**src/rtl/mux_bist_pkg.sv**
```systemverilog
`default_nettype none
// +------------------------------------------------------------------+
// | Module  : mux_bist_pkg                                           |
// | Purpose : Shared FSM encoding, vector count and MISR constants   |
// |           for the 4:1 mux BIST controller.                       |
// | Revision: 1.0                                                    |
// +------------------------------------------------------------------+
package mux_bist_pkg;

  localparam int         NUM_VECTORS = 64;
  // x^8 + x^4 + x^3 + x^2 + 1, the x^8 term being implicit in the shift
  localparam logic [7:0] MISR_POLY   = 8'h1D;
  localparam logic [7:0] MISR_SEED   = 8'hFF;

  typedef enum logic [2:0] {
    IDLE  = 3'd0,
    APPLY = 3'd1,
    WAIT  = 3'd2,
    CHECK = 3'd3,
    DONE  = 3'd4
  } bist_state_t;

  // Golden 4:1 mux response for a packed {sel, d, c, b, a} vector.
  function automatic logic mux_expect(input logic [5:0] vec);
    logic [3:0] data;
    data = vec[3:0];
    return data[vec[5:4]];
  endfunction

endpackage
`default_nettype wire

```
**src/rtl/mux_bist_misr.sv**
```systemverilog
`default_nettype none
// +------------------------------------------------------------------+
// | Module  : mux_bist_misr                                          |
// | Purpose : 8-bit single-input MISR compacting the mux response;   |
// |           only instantiated when MUX_BIST_MISR_EN is defined.    |
// | Revision: 1.0                                                    |
// +------------------------------------------------------------------+
module mux_bist_misr
  import mux_bist_pkg::*;
(
  input  logic       clk,
  input  logic       rst_n,
  input  logic       seed_load,
  input  logic       shift_en,
  input  logic       din,
  output logic [7:0] signature
);

  logic [7:0] r_sig;
  logic [7:0] w_sig_next;

  // Galois form: feedback from the MSB folds the polynomial taps in.
  always_comb begin
    w_sig_next    = {r_sig[6:0], 1'b0} ^ (r_sig[7] ? MISR_POLY : 8'h00);
    w_sig_next[0] = w_sig_next[0] ^ din;
  end

  always_ff @(posedge clk or negedge rst_n) begin
    if (!rst_n) begin
      r_sig <= 8'h00;
    end else if (seed_load) begin
      r_sig <= MISR_SEED;
    end else if (shift_en) begin
      r_sig <= w_sig_next;
    end
  end

  assign signature = r_sig;

endmodule
`default_nettype wire

```
**src/rtl/mux_bist_ctrl.sv**
```systemverilog
`default_nettype none
// +------------------------------------------------------------------+
// | Module  : mux_bist_ctrl                                          |
// | Purpose : Exhaustive 64-vector BIST of a 4:1 mux with fail       |
// |           count, first-fail capture and optional MISR signature  |
// |           (enabled by defining MUX_BIST_MISR_EN).                |
// | Revision: 1.0                                                    |
// +------------------------------------------------------------------+
module mux_bist_ctrl
  import mux_bist_pkg::*;
#(
  parameter int SETTLE_CYCLES = 1
) (
  input  logic       clk,
  input  logic       rst_n,
  input  logic       start,
  input  logic       abort,
  input  logic       mut_out,
  output logic       mut_a,
  output logic       mut_b,
  output logic       mut_c,
  output logic       mut_d,
  output logic [1:0] mut_sel,
  output logic       busy,
  output logic       done,
  output logic       pass,
  output logic       fault_indicator,
  output logic [6:0] fail_count,
  output logic [5:0] first_fail_vec,
  output logic [7:0] signature
);

  bist_state_t r_state;
  bist_state_t w_state_next;

  logic [5:0] r_vec;
  logic [3:0] r_wait;
  logic       r_pass;
  logic       r_fault;
  logic [6:0] r_fail_count;
  logic [5:0] r_first_fail;

  logic w_start_ok;
  logic w_abort_ok;
  logic w_last_vec;
  logic w_wait_done;
  logic w_check;
  logic w_mismatch;

  // Abort wins over a simultaneous start, even from IDLE.
  assign w_start_ok  = (r_state == IDLE) && start && !abort;
  assign w_abort_ok  = (r_state != IDLE) && abort;
  assign w_last_vec  = (r_vec == 6'(NUM_VECTORS - 1));
  assign w_wait_done = (r_wait == 4'(SETTLE_CYCLES - 1));
  // An aborted CHECK cycle does not count as a completed comparison.
  assign w_check     = (r_state == CHECK) && !abort;
  assign w_mismatch  = (mut_out != mux_expect(r_vec));

  always_ff @(posedge clk or negedge rst_n) begin
    if (!rst_n) begin
      r_state <= IDLE;
    end else begin
      r_state <= w_state_next;
    end
  end

  always_comb begin
    w_state_next = r_state;
    if (w_abort_ok) begin
      w_state_next = IDLE;
    end else begin
      case (r_state)
        IDLE:    if (w_start_ok) w_state_next = APPLY;
        APPLY:   w_state_next = (SETTLE_CYCLES == 0) ? CHECK : WAIT;
        WAIT:    if (w_wait_done) w_state_next = CHECK;
        CHECK:   w_state_next = w_last_vec ? DONE : APPLY;
        DONE:    w_state_next = IDLE;
        default: w_state_next = IDLE;
      endcase
    end
  end

  always_comb begin
    busy = 1'b0;
    done = 1'b0;
    {mut_sel, mut_d, mut_c, mut_b, mut_a} = 6'd0;
    case (r_state)
      APPLY, WAIT, CHECK: begin
        busy = 1'b1;
        {mut_sel, mut_d, mut_c, mut_b, mut_a} = r_vec;
      end
      DONE: begin
        busy = 1'b1;
        done = !abort;
      end
      default: ;
    endcase
  end

  always_ff @(posedge clk or negedge rst_n) begin
    if (!rst_n) begin
      r_vec  <= 6'd0;
      r_wait <= 4'd0;
    end else begin
      if (w_start_ok) begin
        r_vec <= 6'd0;
      end else if (w_check && !w_last_vec) begin
        r_vec <= r_vec + 6'd1;
      end
      r_wait <= (r_state == WAIT) ? r_wait + 4'd1 : 4'd0;
    end
  end

  always_ff @(posedge clk or negedge rst_n) begin
    if (!rst_n) begin
      r_pass       <= 1'b0;
      r_fault      <= 1'b0;
      r_fail_count <= 7'd0;
      r_first_fail <= 6'd0;
    end else if (w_start_ok) begin
      r_pass       <= 1'b0;
      r_fault      <= 1'b0;
      r_fail_count <= 7'd0;
      r_first_fail <= 6'd0;
    end else if (w_abort_ok) begin
      r_pass <= 1'b0;
    end else if (w_check) begin
      if (w_mismatch) begin
        r_fail_count <= r_fail_count + 7'd1;
        r_fault      <= 1'b1;
        if (!r_fault) begin
          r_first_fail <= r_vec;
        end
      end
      // Includes the final vector's own result so pass is valid in DONE.
      if (w_last_vec) begin
        r_pass <= (r_fail_count == 7'd0) && !w_mismatch;
      end
    end
  end

  assign pass            = r_pass;
  assign fault_indicator = r_fault;
  assign fail_count      = r_fail_count;
  assign first_fail_vec  = r_first_fail;

`ifdef MUX_BIST_MISR_EN
  mux_bist_misr u_misr (
    .clk       (clk),
    .rst_n     (rst_n),
    .seed_load (w_start_ok),
    .shift_en  (w_check),
    .din       (mut_out),
    .signature (signature)
  );
`else
  assign signature = 8'h00;
`endif

endmodule
`default_nettype wire

```
**config.mk**
```make
export PLATFORM = sky130hd
export DESIGN_NAME = mux_bist_ctrl
export DESIGN_NICKNAME = d
export VERILOG_FILES = /design/src/rtl/mux_bist_pkg.sv /design/src/rtl/mux_bist_misr.sv /design/src/rtl/mux_bist_ctrl.sv
export SDC_FILE = /design/constraint.sdc
export NUM_CORES = 1
export LEC_CHECK = 0
export ABC_CLOCK_PERIOD_IN_PS = 2000
export CORE_MARGIN = 2
export CORE_UTILIZATION = 35
export CTS_CLUSTER_SIZE = 28
export DETAILED_ROUTE_END_ITERATION = 8
export SLEW_MARGIN = 20
export SYNTH_ARGS = -nofsm -noshare
export SYNTH_HDL_FRONTEND = slang
export SYNTH_HIERARCHICAL = 1
export SYNTH_SLANG_ARGS = --single-unit
export TNS_END_PERCENT = 30
```
**constraint.sdc**
```tcl
create_clock -name clk -period 2 [get_ports clk]
set_input_delay 0.4 -clock clk [delete_from_list [all_inputs] [get_ports clk]]
set_output_delay 0.4 -clock clk [all_outputs]
set_load 0.02 [all_outputs]
```
# Word level (Yosys, flattened, before mapping)
# Index checks and enable logic that the tools add are counted.
dict set report classes {
  add_sub_neg 3
  n_lt_le_gt_ge 1
  n_eq_ne 10
  mux 34
  reduce_logical 24
}
# operator n
set ops {}
lappend ops {{$mux W6} 7}
lappend ops {{$mux W7} 4}
lappend ops {{$mux W1} 15}
lappend ops {{$mux W3} 4}
lappend ops {{$pmux W3 S4} 1}
lappend ops {{$reduce_bool A3 Y1} 3}
lappend ops {{$add A7 B1 Y7 const B} 1}
lappend ops {{$logic_not A7 Y1} 1}
lappend ops {{$add A6 B1 Y6 const B} 1}
lappend ops {{$eq A3 B2 Y1 const B} 2}
lappend ops {{$eq A6 B6 Y1 const B} 1}
lappend ops {{$logic_and A1 B1 Y1} 6}
lappend ops {{$ne A3 B3 Y1 const B} 2}
lappend ops {{$reduce_bool A2 Y1} 3}
lappend ops {{$add A4 B1 Y4 const B} 1}
lappend ops {{$logic_not A4 Y1} 1}
lappend ops {{$mux W4} 1}
lappend ops {{$reduce_and A2 Y1} 2}
lappend ops {{$reduce_and A4 Y1} 1}
lappend ops {{$reduce_or A4 Y1} 1}
lappend ops {{$eq A3 B1 Y1 const B} 1}
lappend ops {{$eq A3 B3 Y1 const B} 1}
lappend ops {{$logic_not A1 Y1} 3}
lappend ops {{$logic_not A3 Y1} 1}
lappend ops {{other kinds (8)} 8}
dict set report totals {
  regBits 28
  input_bits 5
  output_inout_bits 31
  wordCells 79
}

# Depth between registers and ports, before layout
dict set report logic_depth {
  word_depth 9
  ltp_mapped 6
}

# Worst setup path before layout
# OpenSTA, ideal clock, no wires.
dict set report synth_timing {
  kind {register -> register}
  from {register r_vec[4]}
  to {register r_fail_count[6], in the netlist fail_count[6]}
  setup_ns 0.079
  arrival_time_ns 1.766
  path_slack_ns 0.156
  path_stages_with_launch 5
  n_path_buf 0
  synth_period_minus_slack_ns 1.844
  cell_sequence {dfrtp_1 mux4_2 xnor2_2 or4_1 a21oi_1}
}
dict set report synth_between {
  elab_chain_len 5
}
# element line
set synth_lines {}
lappend synth_lines {{from (decl)} mux_bist_ctrl.sv:36} ;# logic [5:0] r_vec;
lappend synth_lines {{from (signal assigned)} mux_bist_ctrl.sv:108} ;# r_vec <= r_vec + 6'd1;
lappend synth_lines {{$bmux W1 S2} mux_bist_pkg.sv:27} ;# return data[vec[5:4]];
lappend synth_lines {{$mux W1 (not written as such)} mux_bist_pkg.sv:27}
lappend synth_lines {{$ne A1 B1 Y1} mux_bist_ctrl.sv:57} ;# assign w_mismatch = (mut_out != mux_expect(r_vec));
lappend synth_lines {{$reduce_bool A2 Y1 (no line)} -}
lappend synth_lines {{$reduce_and A3 Y1 (no line)} -}
lappend synth_lines {{to (signal assigned)} mux_bist_ctrl.sv:129} ;# r_fail_count <= r_fail_count + 7'd1;
lappend synth_lines {{to (decl)} mux_bist_ctrl.sv:40} ;# logic [6:0] r_fail_count;
# No other way between the ends. The select of a mux whose other input is x is not followed.
# A chain may end at the register's enable or synchronous reset.

# Worst setup path in the final report
dict set report layout_timing {
  from {register r_vec[0]}
  to {register r_pass, in the netlist pass}
}
dict set report layout_between {
  elab_chain_len 9
  elab_cells_between_ends 12
  classes_between {eq/ne: 2; mux: 6; reduce/logical: 4}
}
# element line
set layout_lines {}
lappend layout_lines {{$bmux W1 S2} mux_bist_pkg.sv:27}
lappend layout_lines {{$mux W1 (not written as such)} mux_bist_pkg.sv:27}
lappend layout_lines {{$ne A1 B1 Y1} mux_bist_ctrl.sv:57}
lappend layout_lines {{$logic_not A1 Y1} mux_bist_ctrl.sv:137} ;# r_pass <= (r_fail_count == 7'd0) && !w_mismatch;
lappend layout_lines {{$logic_and A1 B1 Y1} mux_bist_ctrl.sv:137}
lappend layout_lines {{$mux W1} mux_bist_ctrl.sv:136} ;# if (w_last_vec) begin
lappend layout_lines {{$mux W1} mux_bist_ctrl.sv:127} ;# end else if (w_check) begin
lappend layout_lines {{$mux W1} mux_bist_ctrl.sv:125} ;# end else if (w_abort_ok) begin
lappend layout_lines {{$mux W1} mux_bist_ctrl.sv:120} ;# end else if (w_start_ok) begin
lappend layout_lines {{to (signal assigned)} mux_bist_ctrl.sv:137}
lappend layout_lines {{to (decl)} mux_bist_ctrl.sv:38} ;# logic r_pass;
# Parallel ways exist; a longest one is shown, timed or not. The select of a mux whose other input is x is not followed.

==> reports/summary.txt <==
vias in the first global route: 1,399
Sw Share: 0.282
Max Cap Violations: 0
initial drt markers: 40
Post-synth EDFFs: 0
Num CTS Buffers: 3
post-synthesis sequential area ratio: 0.445
Post-synth top flop: dfrtp_1
WL/cell: 14.1 um
DRT Wirelength: 3720 um
met2 wire length: 1850 um
Worst Path Class, Setup: reg -> reg
area of the multi-input gates: 783 sq um
crit-path leading delay family: simple AND/OR/NAND/NOR gates
RSZ-0062 raised after global routing: yes
worst vdd ir: 0.457 mV
Routed Antenna Nets: 0
Hold WC Path Type: in -> async
synthesized area per cell: 9.48 sq um
Gate Count Post-Synth: 166
Area after DPL: 2010 sq um
Met1 Routed Length: 1660 um
FF+latch area: 701 sq um
Final Critical Period: 1.90 ns
Nets: 222
final setup TNS: 0 ns
GPL Wtd Cong: 0.802
startpoint types: register
PortBufs: 27
status: completed
clock network latency to the later pin of the worst-skew pair: 0.28 ns
crit-path cells: buf_4, ha_1, and4_1, nand3_1, or3_1, a221oi_2
Core ar.: 4350 sq um
Fillers: 406
Design Area, Final: 2090 sq um
synth top area cells: dfrtp_1 45%, nand3_1 4.8%, buf_4 4.3%
Clk pwr share: 0.327
Yosys reg bits: 28
Min Hold Slack: 0.482 ns
Synth async-reset ratio: 1.00
library cells used by synthesis: 39
final setup margin: 0.0962 ns
Synth top area share: 0.445
largest net degree at the start of global routing: 29
clk sinks: 28
die height: 71.1 um
combinational power share: 0.234
dpl ws: -0.242 ns
CTS tree: built
post-route DRC violation count: 0
detailed placer's ending HPWL: 2770 um
row count: 24
Worst setup EP type: register
synth warn: 6
CP Max Fanout: 6
Post-Syn Area: 1570 sq um
leak pwr: 0.968 nW
Area Growth Syn to Fin: 32.5%
antenna cell count: 0
FF-to-FF Start: r_vec[0]
initial antenna violation count: 0
gr usage total: 0.159
Slowest cell on crit path: or3_1
CTS clk-pin slew, worst paths: 0.11 ns
DR WL met3: 188 um
grt total ovfl: 0
Hold Buf Count CTS: 0
FF-to-FF End: pass
Crit path buffers/inverters: 1
Yosys top cell by area: dfrtp_1
most numerous cell in the Yosys netlist: dfrtp_1
maximum buffer depth of the clock tree: 2
Initial Util: 0.361
CTS Root Cell: clkbuf_8
Worst Skew: 0.0123 ns
Commonest cells post-synth: 28 x dfrtp_1, 15 x nand3_1, 14 x nor2_1
Avg Vias per Cell: 5.06
Slew Limit Fails: 0
pwr/cell area: 665 nW/um^2
final setup vio count: 0
Switch Pwr: 391 uW
sequential power share: 0.439
Hold Fails Final Rpt: 0
final worst path period share: 0.952
chip width: 71.1 um
Fmax achieved: 525 MHz
layout cell share with drive strength beyond 1: 0.171
worst path required time: 2.20 ns
global-route wire length before repair: 6430 um
die area: 5050 sq um
DR pass1 iterations: 4
data arrival time of the worst path: 2.10 ns
internal power: 995 uW
slack of the worst reg-to-reg path: 0.1 ns
worst r2r path cells: 6
slowest stage delay, CP: 0.40 ns
I/O pin total: 36
DR vias: 1,330
Top Layer Used: met4
depth of the CTS H-tree: 1
-- layer usage --
layer | track usage | vias to the layer above
li1 | - | 658
met1 | 0.201 | 642
met2 | 0.268 | 28
met3 | 0.0484 | 2
met4 | 0.0398 | 0
met5 | 0 | -
-- placed cells by master, fill, tap and decap left out, types with 2 or more instances in the layout --
master and count:
nor3_1 2, and3_1 4, ha_1 5, a211oi_1 2
nand3_1 15, clkbuf_8 3, buf_4 24, nand3b_1 2
conb_1 8, or3_1 4, xnor2_1 6, or4_1 3
nor2_1 13, a31oi_1 4, dfrtp_1 28, clkdlybuf4s50_1 19
a21boi_0 2, dlygate4sd2_1 4, nor4b_1 2, xor2_1 2
o21ai_0 10, inv_1 6, clkdlybuf4s15_1 2, nand2_1 10
a21oi_1 5, o31ai_1 3, and2_1 5
-- layout make-up --
type,instances,area share
flip-flops and latches,28,0.336
multi-input cells,122,0.376
clock buffers,3,0.0198
clock inverters,1,0.0144
well taps,52,0.0312
repair buffers,51,0.212
inverters,6,0.0108
-- stage by stage --
stage               instances  utilization  total power [mW]
floorplan                 173            -             0.810
global placement          258        0.461             0.927
detailed placement        258        0.461             0.935
CTS                       262        0.476              1.39
global route              263        0.479              1.46
finish                    263        0.479              1.39
-- flip-flops by register name, summed over array words and instances, names as in the netlist --
register	count
fault_indicator	1
pass	1
r_state	3
fail_count	7
r_vec	6
first_fail_vec	6
r_wait	4
-- logic make-up (layout without fill, tap and decap cells) --
group                    count (synthesis)  count (layout)  share of synthesized area
AO/OA/AOI/OAI                           31              31                      0.128
XOR/XNOR                                 9               9                     0.0549
adder cells (fa/ha/maj)                  5               5                     0.0397
buffers and inverters                   23              61                     0.0795
flip-flops                              28              28                      0.445
multiplexers                             2               2                     0.0207
other                                    1               8                    0.00238
AND/OR/NAND/NOR                         67              67                      0.230
-- power by group through the flow --
stage | clock [mW] | sequential [mW] | combinational [mW]
6_report | 0.453 | 0.609 | 0.324
2_1_floorplan | 0 | 0.625 | 0.184
3_5_place_dp | 0 | 0.620 | 0.315
3_3_place_gp | 0 | 0.618 | 0.309
4_1_cts | 0.468 | 0.609 | 0.315
5_1_grt | 0.496 | 0.613 | 0.355
-- worst max path at each step --
stage / start / to / slack, ns / cells past startpoint
6_report: r_vec[0] / pass / 0.1 / 6
5_1_grt: r_vec[1] / pass / -0.03 / 6
4_1_cts: r_state[0] / mut_a / -0.15 / 4
3_5_place_dp: abort / pass / -0.24 / 6
3_3_place_gp: abort / pass / -0.14 / 6
2_1_floorplan: r_vec[4] / fail_count[6] / 0.16 / 4
-- what timing repair did --
action	CTS	global route
pin swaps	0	1
resized for setup	8	6
buffers inserted	0	1
endpoints found under the setup margin	8	2
(Power assumes the default switching activity.)
